File: config.mk
export PLATFORM = sky130hd
export DESIGN_NAME = fetch_unit
export DESIGN_NICKNAME = d
export VERILOG_FILES = /design/src/rtl/cpu_pkg.sv /design/src/rtl/fetch_queue.sv /design/src/rtl/fetch_unit.sv
export SDC_FILE = /design/constraint.sdc
export NUM_CORES = 1
export LEC_CHECK = 0
export ABC_AREA = 1
export CAP_MARGIN = 40
export CORE_ASPECT_RATIO = 1.25
export CORE_UTILIZATION = 40
export CTS_CLUSTER_SIZE = 12
export DETAILED_ROUTE_END_ITERATION = 7
export SYNTH_ARGS = -nofsm -noshare
export SYNTH_HDL_FRONTEND = slang
export SYNTH_SLANG_ARGS = --single-unit
export TNS_END_PERCENT = 20
File: constraint.sdc
create_clock -name clk -period 7.2 [get_ports clk]
set_clock_uncertainty 0.15 [all_clocks]
set_input_delay 2.16 -clock clk [delete_from_list [all_inputs] [get_ports clk]]
set_output_delay 2.16 -clock clk [all_outputs]
set_load 0.01 [all_outputs]
File: src/rtl/cpu_pkg.sv
// rtl/cpu_pkg.sv - shared CPU front-end constants and types
package cpu_pkg;

    localparam int XLEN = 32;
    localparam logic [XLEN-1:0] RESET_PC_DEFAULT = 32'h0000_0000;
    localparam logic [XLEN-1:0] NOP = 32'h0000_0000;

    typedef enum logic {
        RUN   = 1'b0,
        DRAIN = 1'b1
    } fetch_state_e;

endpackage

File: src/rtl/fetch_queue.sv
// rtl/fetch_queue.sv - prefetch FIFO of {pc, instr} with synchronous flush
module fetch_queue #(
    parameter int XLEN  = 32,
    parameter int DEPTH = 2,
    parameter int CW    = $clog2(DEPTH) + 1
) (
    input  logic            clk,
    input  logic            rst,
    input  logic            flush,
    input  logic            push,
    input  logic [XLEN-1:0] push_pc,
    input  logic [XLEN-1:0] push_instr,
    input  logic            pop,
    output logic [XLEN-1:0] head_pc,
    output logic [XLEN-1:0] head_instr,
    output logic [CW-1:0]   count
);

    localparam int AW = $clog2(DEPTH);
    localparam logic [CW-1:0] FULL = CW'(DEPTH);

    logic [XLEN-1:0] pc_mem    [DEPTH];
    logic [XLEN-1:0] instr_mem [DEPTH];
    logic [AW-1:0]   rd_ptr;
    logic [AW-1:0]   wr_ptr;
    logic            do_push;
    logic            do_pop;

    // A pop frees the slot being written, so push at full is legal alongside a pop.
    assign do_pop     = pop && (count != '0);
    assign do_push    = push && ((count != FULL) || do_pop);
    assign head_pc    = pc_mem[rd_ptr];
    assign head_instr = instr_mem[rd_ptr];

    always_ff @(posedge clk or negedge rst) begin
        if (!rst) begin
            rd_ptr <= '0;
            wr_ptr <= '0;
            count  <= '0;
        end else if (flush) begin
            rd_ptr <= '0;
            wr_ptr <= '0;
            count  <= '0;
        end else begin
            if (do_push) wr_ptr <= wr_ptr + AW'(1);
            if (do_pop)  rd_ptr <= rd_ptr + AW'(1);
            count <= count + CW'(do_push) - CW'(do_pop);
        end
    end

    always_ff @(posedge clk) begin
        if (do_push && !flush) begin
            pc_mem[wr_ptr]    <= push_pc;
            instr_mem[wr_ptr] <= push_instr;
        end
    end

endmodule

File: src/rtl/fetch_unit.sv
// rtl/fetch_unit.sv - instruction fetch stage with credit-limited requests and prefetch queue
module fetch_unit
    import cpu_pkg::*;
#(
    parameter int              XLEN     = cpu_pkg::XLEN,
    parameter int              DEPTH    = 2,
    parameter logic [XLEN-1:0] RESET_PC = cpu_pkg::RESET_PC_DEFAULT
) (
    input  logic            clk,
    input  logic            rst,
    output logic            imem_req_valid,
    input  logic            imem_req_ready,
    output logic [XLEN-1:0] imem_req_addr,
    input  logic            imem_rsp_valid,
    input  logic [XLEN-1:0] imem_rsp_data,
    input  logic            redirect_valid,
    input  logic [XLEN-1:0] redirect_target,
    output logic            out_valid,
    input  logic            out_ready,
    output logic [XLEN-1:0] out_instr,
    output logic [XLEN-1:0] out_pc,
    output logic [XLEN-1:0] out_pc_plus4
);

    localparam int CW = $clog2(DEPTH) + 1;
    localparam logic [CW:0] CAP = (CW+1)'(DEPTH);

    logic [XLEN-1:0] fetch_pc;
    logic [XLEN-1:0] rsp_pc;
    logic [XLEN-1:0] target;
    logic [XLEN-1:0] head_pc;
    logic [XLEN-1:0] head_instr;
    logic [CW-1:0]   inflight;
    logic [CW-1:0]   inflight_after;
    logic [CW-1:0]   drop_cnt;
    logic [CW-1:0]   q_count;
    logic [CW:0]     credit_used;
    logic            req_fire;
    logic            keep;
    logic            out_fire;
    logic            q_empty;
    fetch_state_e    state;

    assign target         = redirect_target & ~XLEN'(3);
    assign credit_used    = {1'b0, q_count} + {1'b0, inflight};
    // Gated by rst so no request is presented while held in reset.
    assign imem_req_valid = rst && !redirect_valid && (credit_used < CAP);
    assign imem_req_addr  = fetch_pc;
    assign req_fire       = imem_req_valid && imem_req_ready;

    assign q_empty        = (q_count == '0);
    assign out_valid      = !q_empty && !redirect_valid;
    assign out_fire       = out_valid && out_ready;
    assign out_instr      = q_empty ? XLEN'(NOP) : head_instr;
    assign out_pc         = q_empty ? '0 : head_pc;
    assign out_pc_plus4   = q_empty ? '0 : head_pc + XLEN'(4);

    // A response landing in a redirect cycle belongs to the old stream.
    assign keep           = imem_rsp_valid && (drop_cnt == '0) && !redirect_valid;
    assign inflight_after = inflight - CW'(imem_rsp_valid);

    fetch_queue #(
        .XLEN  (XLEN),
        .DEPTH (DEPTH),
        .CW    (CW)
    ) u_queue (
        .clk        (clk),
        .rst        (rst),
        .flush      (redirect_valid),
        .push       (keep),
        .push_pc    (rsp_pc),
        .push_instr (imem_rsp_data),
        .pop        (out_fire),
        .head_pc    (head_pc),
        .head_instr (head_instr),
        .count      (q_count)
    );

    always_ff @(posedge clk or negedge rst) begin
        if (!rst) begin
            fetch_pc <= RESET_PC;
            rsp_pc   <= RESET_PC;
            inflight <= '0;
            drop_cnt <= '0;
            state    <= RUN;
        end else begin
            inflight <= inflight_after + CW'(req_fire);
            if (redirect_valid) begin
                fetch_pc <= target;
                rsp_pc   <= target;
                drop_cnt <= inflight_after;
                state    <= (inflight_after != '0) ? DRAIN : RUN;
            end else begin
                if (req_fire) fetch_pc <= fetch_pc + XLEN'(4);
                if (keep)     rsp_pc   <= rsp_pc + XLEN'(4);
                if (imem_rsp_valid && (drop_cnt != '0)) drop_cnt <= drop_cnt - CW'(1);
                if ((state == DRAIN) &&
                    ((drop_cnt == '0) || (imem_rsp_valid && (drop_cnt == CW'(1)))))
                    state <= RUN;
            end
        end
    end

endmodule
## After elaboration in Yosys (flattened, before gate mapping)

Memories as Yosys holds them, arrays and structs flattened.
Cells that the tools add are included.

| operators by class | value |
|---|---|
| add/sub/neg operators | 11 |
| equal/unequal tests | 1 |
| reduce and logical (&&, ||, !) cells | 23 |
| mux-type cells | 16 |
| magnitude comparators | 1 |

Operators by type and width:

| operator | count |
|---|---|
| 32-bit 2-to-1 mux | 7 |
| 32-bit by 3-bit adder with 32-bit output (second input constant) | 3 |
| 2-bit nonzero test | 7 |
| 1-bit logical AND | 11 |
| 1-bit 2-to-1 mux | 6 |
| 2-bit 2-to-1 mux | 3 |
| 2-bit by 1-bit adder with 2-bit output | 2 |
| 2-bit zero test | 2 |
| 2-bit by 1-bit subtractor with 2-bit output | 2 |
| 2-bit by 2-bit adder with 3-bit output | 1 |
| 3-bit by 2-bit < comparator with 1-bit output (second input constant) | 1 |
| 1-bit adder (second input constant) | 2 |
| 1-bit zero test | 2 |
| 2-bit inequality test (second input constant) | 1 |
| 2-bit by 1-bit subtractor with 2-bit output (second input constant) | 1 |
| 1-bit logical OR | 1 |

| word-level totals | value |
|---|---|
| bits in writable memories | 128 |
| output and inout port bits | 130 |
| flip-flop bits (word level) | 72 |
| memories | 2 |
| word-level logic and storage cells | 61 |
| bits of input ports | 70 |

Memory list:

| memory | words | width | rd ports | clocked after Yosys merged registers in | write ports | line | RTL |
|---|---|---|---|---|---|---|---|
| u_queue.instr_mem | 2 | 32 | 1 | 0 | 1 | fetch_queue.sv:23 | `logic [XLEN-1:0] instr_mem [DEPTH];` |
| u_queue.pc_mem | 2 | 32 | 1 | 0 | 1 | fetch_queue.sv:22 | `logic [XLEN-1:0] pc_mem [DEPTH];` |

## Logic depth before layout (Yosys ltp)

Gate-level depths: netlist (run 1).

| depth | value |
|---|---|
| depth after elaboration | 10 |
| mapped depth | 13 |
| mapped depth without buffers | 13 |

## Hierarchy

Synthesis (run 1) repeated with hierarchy kept, for this count alone.

| unflattened totals | value |
|---|---|
| cell total of the unflattened synthesis | 1,407 |
| area, all modules | 10,829.1 µm² |

Modules (own cells, without submodules):

| module | times used | sequential area each (µm²) | cells each | area each (µm²) |
|---|---|---|---|---|
| fetch_unit | 1 | 1,601.5 | 1,036 | 5,924.4 |
| fetch_queue | 1 | 3,943.8 | 371 | 4,904.7 |

## Worst setup path before layout (run 1)

No wires, ideal clock.

| timing | value |
|---|---|
| kind | input -> register |
| from | input port redirect_valid |
| to | memory u_queue.instr_mem[0][0] (enable) |
| buffers on the path | 1 |
| path slack | 1.122 ns |
| cell stages on the path | 6 |
| setup time | 0.482 ns |
| data arrival time | 5.446 ns |
| data required time | 6.568 ns |
| path through | clkbuf_1 > nor2_1 > nand2_1 > nand3_1 > nand2_1 > nor2_1 |

| on the way | value |
|---|---|
| word-level cells in the longest chain between the ends | 9 |
| elaborated cells between the ends (all ways) | 10 |
| classes of those cells | 2 x mux; 8 x reduce/logical |

RTL lines:

| element | line | RTL |
|---|---|---|
| from (decl) | fetch_unit.sv:16 | `input logic redirect_valid,` |
| 1-bit zero test | fetch_unit.sv:52 | `assign out_valid = !q_empty && !redirect_valid;` |
| 1-bit logical AND | fetch_unit.sv:52 |  |
| net out_valid | fetch_unit.sv:18 | `output logic out_valid,` |
| 1-bit logical AND | fetch_unit.sv:53 | `assign out_fire = out_valid && out_ready;` |
| 1-bit logical AND | fetch_queue.sv:30 | `assign do_pop = pop && (count != '0);` |
| 1-bit logical OR | fetch_queue.sv:31 | `assign do_push = push && ((count != FULL) \|\| do_pop);` |
| 1-bit logical AND | fetch_queue.sv:31 |  |
| 1-bit logical AND | fetch_queue.sv:52 | `if (do_push && !flush) begin` |
| 1-bit 2-to-1 mux | fetch_queue.sv:52 |  |
| 1-bit 2-to-1 mux (not written as such) | fetch_queue.sv:54 | `instr_mem[wr_ptr] <= push_instr;` |
| to (decl) | fetch_queue.sv:23 |  |

The timed path passes the listed nets, and every way through them passes these cells.

## Final worst setup path (run 1)

| timing | value |
|---|---|
| from | input port redirect_valid |
| to | output port imem_req_valid |

| on the way | value |
|---|---|
| word-level cells in the longest chain between the ends | 3 |

RTL lines:

| element | line | RTL |
|---|---|---|
| 1-bit zero test | fetch_unit.sv:47 | `assign imem_req_valid = rst && !redirect_valid && (credit_used < CAP);` |
| 1-bit logical AND (2 in a row) | fetch_unit.sv:47 |  |
| to (decl) | fetch_unit.sv:11 | `output logic imem_req_valid,` |

No other way between the ends.

==> results of run 1 <==
[placed cells by master (no fill, tap or decap), drive strengths merged, types with 2 or more instances in the layout]
| cell | n |
|---|---|
| a21oi | 50 |
| a31oi | 3 |
| and2 | 2 |
| and3 | 2 |
| buf | 10 |
| clkbuf | 17 |
| clkdlybuf4s50 | 190 |
| clkinv | 7 |
| conb | 6 |
| dfrtp | 68 |
| edfxtp | 124 |
| ha | 8 |
| inv | 155 |
| nand2 | 423 |
| nand3 | 96 |
| nand3b | 3 |
| nand4 | 20 |
| nor2 | 139 |
| nor3 | 14 |
| o211ai | 20 |
| o21ai | 41 |
| o21bai | 5 |
| o221ai | 3 |
| or2 | 2 |
| xnor2 | 7 |
| xor2 | 23 |
[worst max path at each step]
| stage | startpoint | to | cells after the start | slack, ns |
|---|---|---|---|---|
| finish | redirect_valid | imem_req_valid | 5 | 1.36 |
| global route | u_queue.rd_ptr | out_pc_plus4[28] | 13 | 1.03 |
| CTS | u_queue.rd_ptr | out_pc_plus4[28] | 13 | 1.33 |
| detailed placement | redirect_valid | imem_req_valid | 5 | 1.37 |
| global placement | redirect_valid | imem_req_valid | 5 | 1.36 |
| floorplan | redirect_valid | u_queue.instr_mem[0][0] | 6 | 1.12 |
[final cells by class]
| cell class | instances | area, um2 | area share |
|---|---|---|---|
| clock buffer | 17 | 425.4 | 0.03251 |
| multi-input combinational | 872 | 4063 | 0.3105 |
| sequential | 192 | 5426 | 0.4147 |
| inverter | 148 | 555.5 | 0.04245 |
| tap | 335 | 419.2 | 0.03203 |
| timing repair buffer | 200 | 1974 | 0.1509 |
| clock inverter | 15 | 222.7 | 0.01702 |
[metal layers]
layer  vias to the layer above  share of wire  global-route usage
li1                       4411              -                   -
met1                      4012           0.45              0.2863
met2                       256           0.48              0.3544
met3                        36          0.053             0.03434
met4                         0          0.019             0.06766
met5                         -              0                   0
[sequential cells by signal (all words and copies together) (netlist names)]
name	count
drop_cnt	2
imem_req_addr	30
inflight	2
rsp_pc	30
u_queue.count	2
u_queue.instr_mem	64
u_queue.pc_mem	60
u_queue.rd_ptr	1
u_queue.wr_ptr	1
[synth_stat cells (8+ instances only)]
cell type	instances	share of area
nand3_1	94	0.046
nor3_1	14	0.0069
ha_1	8	0.0098
buf_4	10	0.0073
o21ai_0	38	0.019
nand4_1	20	0.012
clkbuf_1	23	0.0084
edfxtp_1	124	0.36
xor2_1	23	0.020
nor2_2	10	0.0061
dfrtp_1	68	0.17
inv_1	145	0.053
o211ai_1	20	0.015
a21oi_1	50	0.024
nand2_1	421	0.15
nor2_1	125	0.046
[critical path: cells and delay by family]
kind,cells,cell delay [ns]
buffers and inverters,3,1.12
AND/OR/NAND/NOR,2,0.24
[power by group]
group	internal, mW	total, mW	switching [mW]
clock	0.515	1.01	0.494
sequential	1.32	1.45	0.126
combinational	0.467	1.12	0.650
[through the flow]
stage	instances	hold slack, ns	power, mW	utilization
after floorplan	1255	0.3187	2.079	-
after global placement	1747	0.3446	2.581	0.4934
after detailed placement	1747	0.3486	2.598	0.4934
after CTS	1779	0.3688	3.606	0.5191
after global routing	1779	0.4180	3.788	0.5191
final	1779	0.3706	3.576	0.5191
[logic make-up after synthesis]
logic type | count (synthesis) | synth area share
AND/OR/NAND/NOR | 701 | 0.2851
flip-flops | 192 | 0.5305
buffers and inverters | 191 | 0.07634
AO/OA/AOI/OAI | 126 | 0.07035
XOR/XNOR | 30 | 0.02569
adder cells (fa/ha/maj) | 9 | 0.01175
other | 1 | 0.0003667
==> flow_summary.ini, run 1 <==
[sta]
layout_setup_ws_ns = 1.361
rsz0062_at_grt = no
setup_violations = 0
drv_slew = 0
tightest_slew_ns = 0.7872
period_needed_ns = 5.839
max_slew_margin = 0.4752
finalHoldViolations = 0
fmax_mhz = 171.3
fin_crit_sh = 0.8109
setup_tns_ns = 0

[drt]
drt_iter0_drc = 428
drc_errors = 0
routed_wl_um = 27120
ant_nets = 0
dr.pass1.iters = 5
vias = 8715
wl_per_cell_um = 15.24
via_per_inst = 4.899

[clock_network]
post-cts-setup-buffer-count = 0
cts.path.max_buffers = 2
cts_tree = done
post_cts_resized = 0
cts.clk_slew.worst_paths_ns = 0.09
ctsHoldBuffers = 0
root_buffer = clkbuf_16
clk_latency_ns = 0.44
numCtsBuffers = 17
htreeDepth = 4
clock_sinks = 192

[setup_path]
worstPathMaxFanout = 3
critical-path-slowest-cell = clkdlybuf4s50_1
cp_data_arrival_time_ns = 3.53
worstReg2RegEnd = imem_req_addr[10]
max_stage_delay_ns = 0.54
critPathCaptureType = output port
startpoint_type = input port
critical_path.cell_chain = clkdlybuf4s50_1 > nor2_1 > nand3_1 > inv_1 > clkdlybuf4s50_1
crit_required_ns = 4.89
r2r_slack_ns = 3.89
cpMostUsedCell = clkdlybuf4s50_1
reg2reg_depth = 11
rr_startpoint = u_queue.count[0]
critical_path_class = in -> out

[power_and_ir_drop]
powerDensity_nw_per_um2 = 273.2
p_leak_nw = 5.439
ir_drop_mv = 0.1839

[synth]
synth_edf_count = 124
yosys.cell_types.count = 40
syn_area_per_cell_um2 = 8.182
synthesis.area_um2 = 10230
synthArstFlopShare = 0.3542
synth_flop_cell = edfxtp_1
yosysWarnings = 0
seq_area_frac_synth = 0.5305
ys_seq_elements = 192
syn_inst = 1250

[placement]
post-place-ws_ns = 1.367
place_hpwl_um = 19610
portBuffers = 191
dpl_cell_area_um2 = 12440
finalWeightedCongestion = 0.9286

[final_layout]
drive_gt1_frac = 0.04640
area_growth_pct = 27.95
fin_area_um2 = 13090
nNetsFinal = 1510
diodes = 0
nFillCells = 2392

[min_path]
min_from = drop_cnt[1]
whs_path_depth = 2
min_to = drop_cnt[1]
min_path_type = reg -> reg

[flow_run]
cap_violations = 0

[floorplanning]
die_area_um2 = 26220
row_count = 65
die_height_um = 180.8
core_um2 = 25210
die_x_um = 145.0
start_util = 0.4057
io_pins = 200

[grt]
grt_pass1_wl_um = 44470
antenna_found_initial = 0
grt_max_degree = 71
grt-ovfl-total = 0
grt_pass1_vias = 8458
track_usage = 0.2140

[outcome]
status = finished, final reports clean
Note: power is estimated with default switching activity, not from simulation.
==> run 2, diff against run 1 <==
- clock period: 7.2 -> 5.8 ns (I/O delays scaled with it)
==> flow_summary.ini, run 2 (synthesis gave the netlist of run 1 again) <==
[final_layout]
drive_gt1_frac = 0.04706
area_growth_pct = 27.77
largest-register = u_queue.instr_mem
multiInputGateArea_um2 = 4063
layout_commonest_cell = nand2_1
fin_area_um2 = 13070
diodes = 0
largestRegisters = u_queue.instr_mem x64, u_queue.pc_mem x60
regArea_um2 = 5426
nFillCells = 2419
postLayoutCoreUtil = 0.5183
largest_reg_flops = 64
final_cell_mix = 421 x nand2_1, 190 x clkdlybuf4s50_1, 145 x inv_1
nNetsFinal = 1511
finalNonFillerCells = 1780

[drt]
wl_per_cell_um = 15.21
drc_errors = 0
ant_nets = 0
via_per_inst = 4.937
routed_wl_um = 27080
vias = 8787
drt_iter0_drc = 462
dr.pass1.iters = 5

[power_and_ir_drop]
p_clk_frac = 0.273
p_int_mw = 2.817
seq_power_share = 0.411
ir_drop_mv = 0.2207
powerDensity_nw_per_um2 = 335.5
p_leak_nw = 5.432
pwr-share-comb = 0.316
switching_power_mw = 1.568
switching_share = 0.3576
finalPower_mw = 4.384

[sta]
setup_violations = 0
hold_slack_ns = 0.3686
layout_setup_ws_ns = 0.7266
max_slew_margin = 0.4442
rsz0062_at_grt = no
period_needed_ns = 5.073
drv_slew = 0
finalHoldViolations = 0
tightest_slew_ns = 0.8337
fin_crit_sh = 0.8747
fmax_mhz = 197.1
setup_tns_ns = 0

[clock_network]
htreeDepth = 4
cts.path.max_buffers = 2
clk_latency_ns = 0.44
post-cts-setup-buffer-count = 0
clock_sinks = 192
root_buffer = clkbuf_16
cts.clk_slew.worst_paths_ns = 0.08
ctsHoldBuffers = 0
numCtsBuffers = 17
post_cts_resized = 0
cts_tree = done

[placement]
dpl_cell_area_um2 = 12450
post-place-ws_ns = 0.7931
finalWeightedCongestion = 0.9239
place_hpwl_um = 19480
place_inst = 1748
portBuffers = 191

[grt]
grt_pass1_vias = 8479
grt_pass1_wl_um = 44310
antenna_found_initial = 0
grtUsageMet3 = 0.03561
grt-busiest-layer = met2
track_usage = 0.2138
grt.met1_usage = 0.2792
grt_max_degree = 71
grt-ovfl-total = 0
grt_util_met2 = 0.3629

[floorplanning]
start_util = 0.4057
die_area_um2 = 26220
die_height_um = 180.8
core_um2 = 25210
row_count = 65
die_x_um = 145.0
io_pins = 200

[setup_path]
worstPathMaxFanout = 39
critPathCaptureType = output port
reg2reg_depth = 11
r2r_slack_ns = 2.46
critical_path_class = reg -> out
crit_required_ns = 3.91
worstReg2RegEnd = imem_req_addr[4]
startpoint_type = register
rr_startpoint = u_queue.count[0]
cp_data_arrival_time_ns = 3.18

[min_path]
min_to = drop_cnt[1]
whs_path_depth = 2
min_from = drop_cnt[1]
min_path_type = reg -> reg

[flow_run]
cap_violations = 0

[outcome]
status = finished, final reports clean
## run 2: cell type report
type	count	area share
clock inverters	15	0.01503
inverters	148	0.04251
well taps	335	0.03208
repair buffers	201	0.1517
multi-input cells	872	0.3109
flip-flops and latches	192	0.4153
clock buffers	17	0.03255
## run 2: critical path, stage by stage (launching register included)
cell and delay [ns]:
dfrtp_2 0.38, buf_4 0.38, o21ai_1 0.24, inv_1 0.12, ha_1 0.18, nand2_1 0.10
nor2_2 0.20, nand3b_1 0.17, nor2_2 0.22, nand2_1 0.08, nand2_1 0.06, nand2_1 0.05
inv_1 0.05, clkdlybuf4s50_1 0.52
## run 2: power groups by stage
stage	sequential [mW]	clock, mW	combinational (mW)
2_1_floorplan	1.80	0	0.779
6_report	1.80	1.20	1.39
3_5_place_dp	1.83	0	1.40
4_1_cts	1.80	1.22	1.40
5_1_grt	1.83	1.27	1.55
3_3_place_gp	1.82	0	1.38
## run 2: worst max-delay path by stage
stage	from	slack, ns	end	depth (start not counted)
4_1_cts	u_queue.rd_ptr	0.64	out_pc_plus4[28]	13
2_1_floorplan	redirect_valid	0.14	u_queue.instr_mem[0][0]	6
5_1_grt	u_queue.rd_ptr	0.45	out_pc_plus4[16]	11
3_3_place_gp	redirect_valid	0.80	imem_req_valid	5
3_5_place_dp	redirect_valid	0.79	imem_req_valid	5
6_report	u_queue.rd_ptr	0.73	out_pc_plus4[28]	13
## run 2: layer usage
| layer | up-vias | routed length, um |
|---|---|---|
| met5 | - | 0 |
| met4 | 0 | 407 |
| met2 | 285 | 13390 |
| met1 | 4041 | 12000 |
| met3 | 31 | 1283 |
| li1 | 4430 | - |
==> run 3, diff against run 2 <==
- PLACE_DENSITY: unset -> 0.67
- clock period: 5.8 -> 4.4 ns (I/O delays scaled with it)
==> flow_summary.ini, run 3 (synthesis gave the netlist of run 1 again) <==
[min_path]
min_from = drop_cnt[1]
min_path_type = reg -> reg

[power_and_ir_drop]
p_clk_frac = 0.268
p_leak_nw = 5.570
powerDensity_nw_per_um2 = 438.3
ir_drop_mv = 0.2592
seq_power_share = 0.411
switching_share = 0.3553
switching_power_mw = 2.057
pwr-share-comb = 0.321
p_int_mw = 3.732

[placement]
place_hpwl_um = 19730
place_inst = 1753
finalWeightedCongestion = 0.9178
portBuffers = 191

[final_layout]
largest-register = u_queue.instr_mem
diodes = 0
nNetsFinal = 1520
area_growth_pct = 29.14
final_cell_mix = 421 x nand2_1, 185 x clkdlybuf4s50_1, 145 x inv_1
largestRegisters = u_queue.instr_mem x64, u_queue.pc_mem x60
drive_gt1_frac = 0.05433
finalNonFillerCells = 1789
postLayoutCoreUtil = 0.5239
largest_reg_flops = 64
layout_commonest_cell = nand2_1

[setup_path]
worstPathMaxFanout = 30
cp_data_arrival_time_ns = 2.81
crit_start = u_queue.rd_ptr
critical_path_class = reg -> out
rr_startpoint = u_queue.count[0]
startpoint_type = register
critPathCaptureType = output port
crit_required_ns = 2.93

[floorplanning]
start_util = 0.4057
core_um2 = 25210
io_pins = 200
die_area_um2 = 26220
die_height_um = 180.8
die_x_um = 145.0
row_count = 65

[clock_network]
cts.path.max_buffers = 2
cts.clk_slew.worst_paths_ns = 0.08
clock_sinks = 192
cts_tree = done
clk_latency_ns = 0.43
root_buffer = clkbuf_16
htreeDepth = 4
numCtsBuffers = 17

[drt]
drc_errors = 0
routed_wl_um = 26730
wl_per_cell_um = 14.94
via_per_inst = 4.981
ant_nets = 0
drt_iter0_drc = 511
dr.pass1.iters = 5
vias = 8911

[sta]
hold_slack_ns = 0.3619
fin_crit_sh = 0.9732
tightest_slew_ns = 0.6661
period_needed_ns = 4.282
max_slew_margin = 0.5532
rsz0062_at_grt = yes
setup_violations = 0
fmax_mhz = 233.5
finalHoldViolations = 0
drv_slew = 0

[grt]
antenna_found_initial = 0
grt-ovfl-total = 0
grt_pass1_wl_um = 42710
grt_pass1_vias = 8328
grt_max_degree = 63
track_usage = 0.2073

[flow_run]
cap_violations = 0

[outcome]
status = finished, final reports clean
run 3: metrics by stage:
| stage | setup TNS [ns] | area, um2 | power (mW) | worst slack (ns) |
|---|---|---|---|---|
| 2_1_floorplan | -103.89 | 10250 | 3.401 | -0.8378 |
| 3_3_place_gp | 0 | 12510 | 4.224 | 0.2435 |
| 3_5_place_dp | 0 | 12510 | 4.263 | 0.2313 |
| 4_1_cts | 0 | 13130 | 5.818 | 0.004344 |
| 5_1_grt | -0.7160 | 13210 | 6.121 | -0.1242 |
| 6_report | 0 | 13210 | 5.789 | 0.1180 |
run 3: what timing repair did:
action / 4_1_cts / 5_1_grt
setup buffers: 0 / 4
hold buffers: 0 / 0
resized for setup: 3 / 14
endpoints found under the setup margin: 9 / 21
pin swaps: 0 / 3
endpoints found under the hold margin: 0 / 0
run 3: worst paths after layout:
| kind | endpoint | slack, ns | cells past startpoint |
|---|---|---|---|
| setup / recovery | out_pc_plus4[31] | 0.12 | 11 |
| hold / removal | drop_cnt[1] | 0.36 | 2 |
| setup reg to reg | inflight[1] | 1.25 | 10 |
| hold reg to reg | drop_cnt[1] | 0.36 | 2 |
| max in group asynchronous | u_queue.rd_ptr | 2.35 | 3 |
| min in group asynchronous | imem_req_addr[25] | 0.83 | 2 |
run 3: area by class of cell:
class	count	area, um2
Clock inverter	15	182.7
Sequential cell	192	5426
Fill cell	2310	12000
Timing Repair Buffer	210	2100
Clock buffer	17	425.4
Inverter	148	563.0
Tap cell	335	419.2
Multi-Input combinational cell	872	4091
run 3: power by group through the flow:
stage	combinational, mW	sequential, mW	clock, mW
4_1_cts	1.86	2.37	1.58
6_report	1.86	2.38	1.55
3_5_place_dp	1.85	2.41	0
5_1_grt	2.07	2.41	1.64
2_1_floorplan	1.03	2.37	0
3_3_place_gp	1.82	2.40	0
run 3: critical path: stages (launching register included):
cell and delay, ns:
dfrtp_2 0.50, buf_12 0.20, o21ai_0 0.26, nand2_1 0.12, nor2_1 0.16, nand2_1 0.09, nor2_1 0.22, nand2_1 0.08
nand2_1 0.06, nand2_1 0.05, nor2_1 0.08, clkdlybuf4s50_1 0.55
run 3: metal layers:
metal / share of wire / wire length, um / track usage / vias up
li1: - / - / - / 4439
met5: 0 / 0 / 0 / -
met2: 0.48 / 12940 / 0.3496 / 327
met3: 0.057 / 1528 / 0.03636 / 49
met4: 0.030 / 812 / 0.08383 / 0
met1: 0.43 / 11460 / 0.2628 / 4096
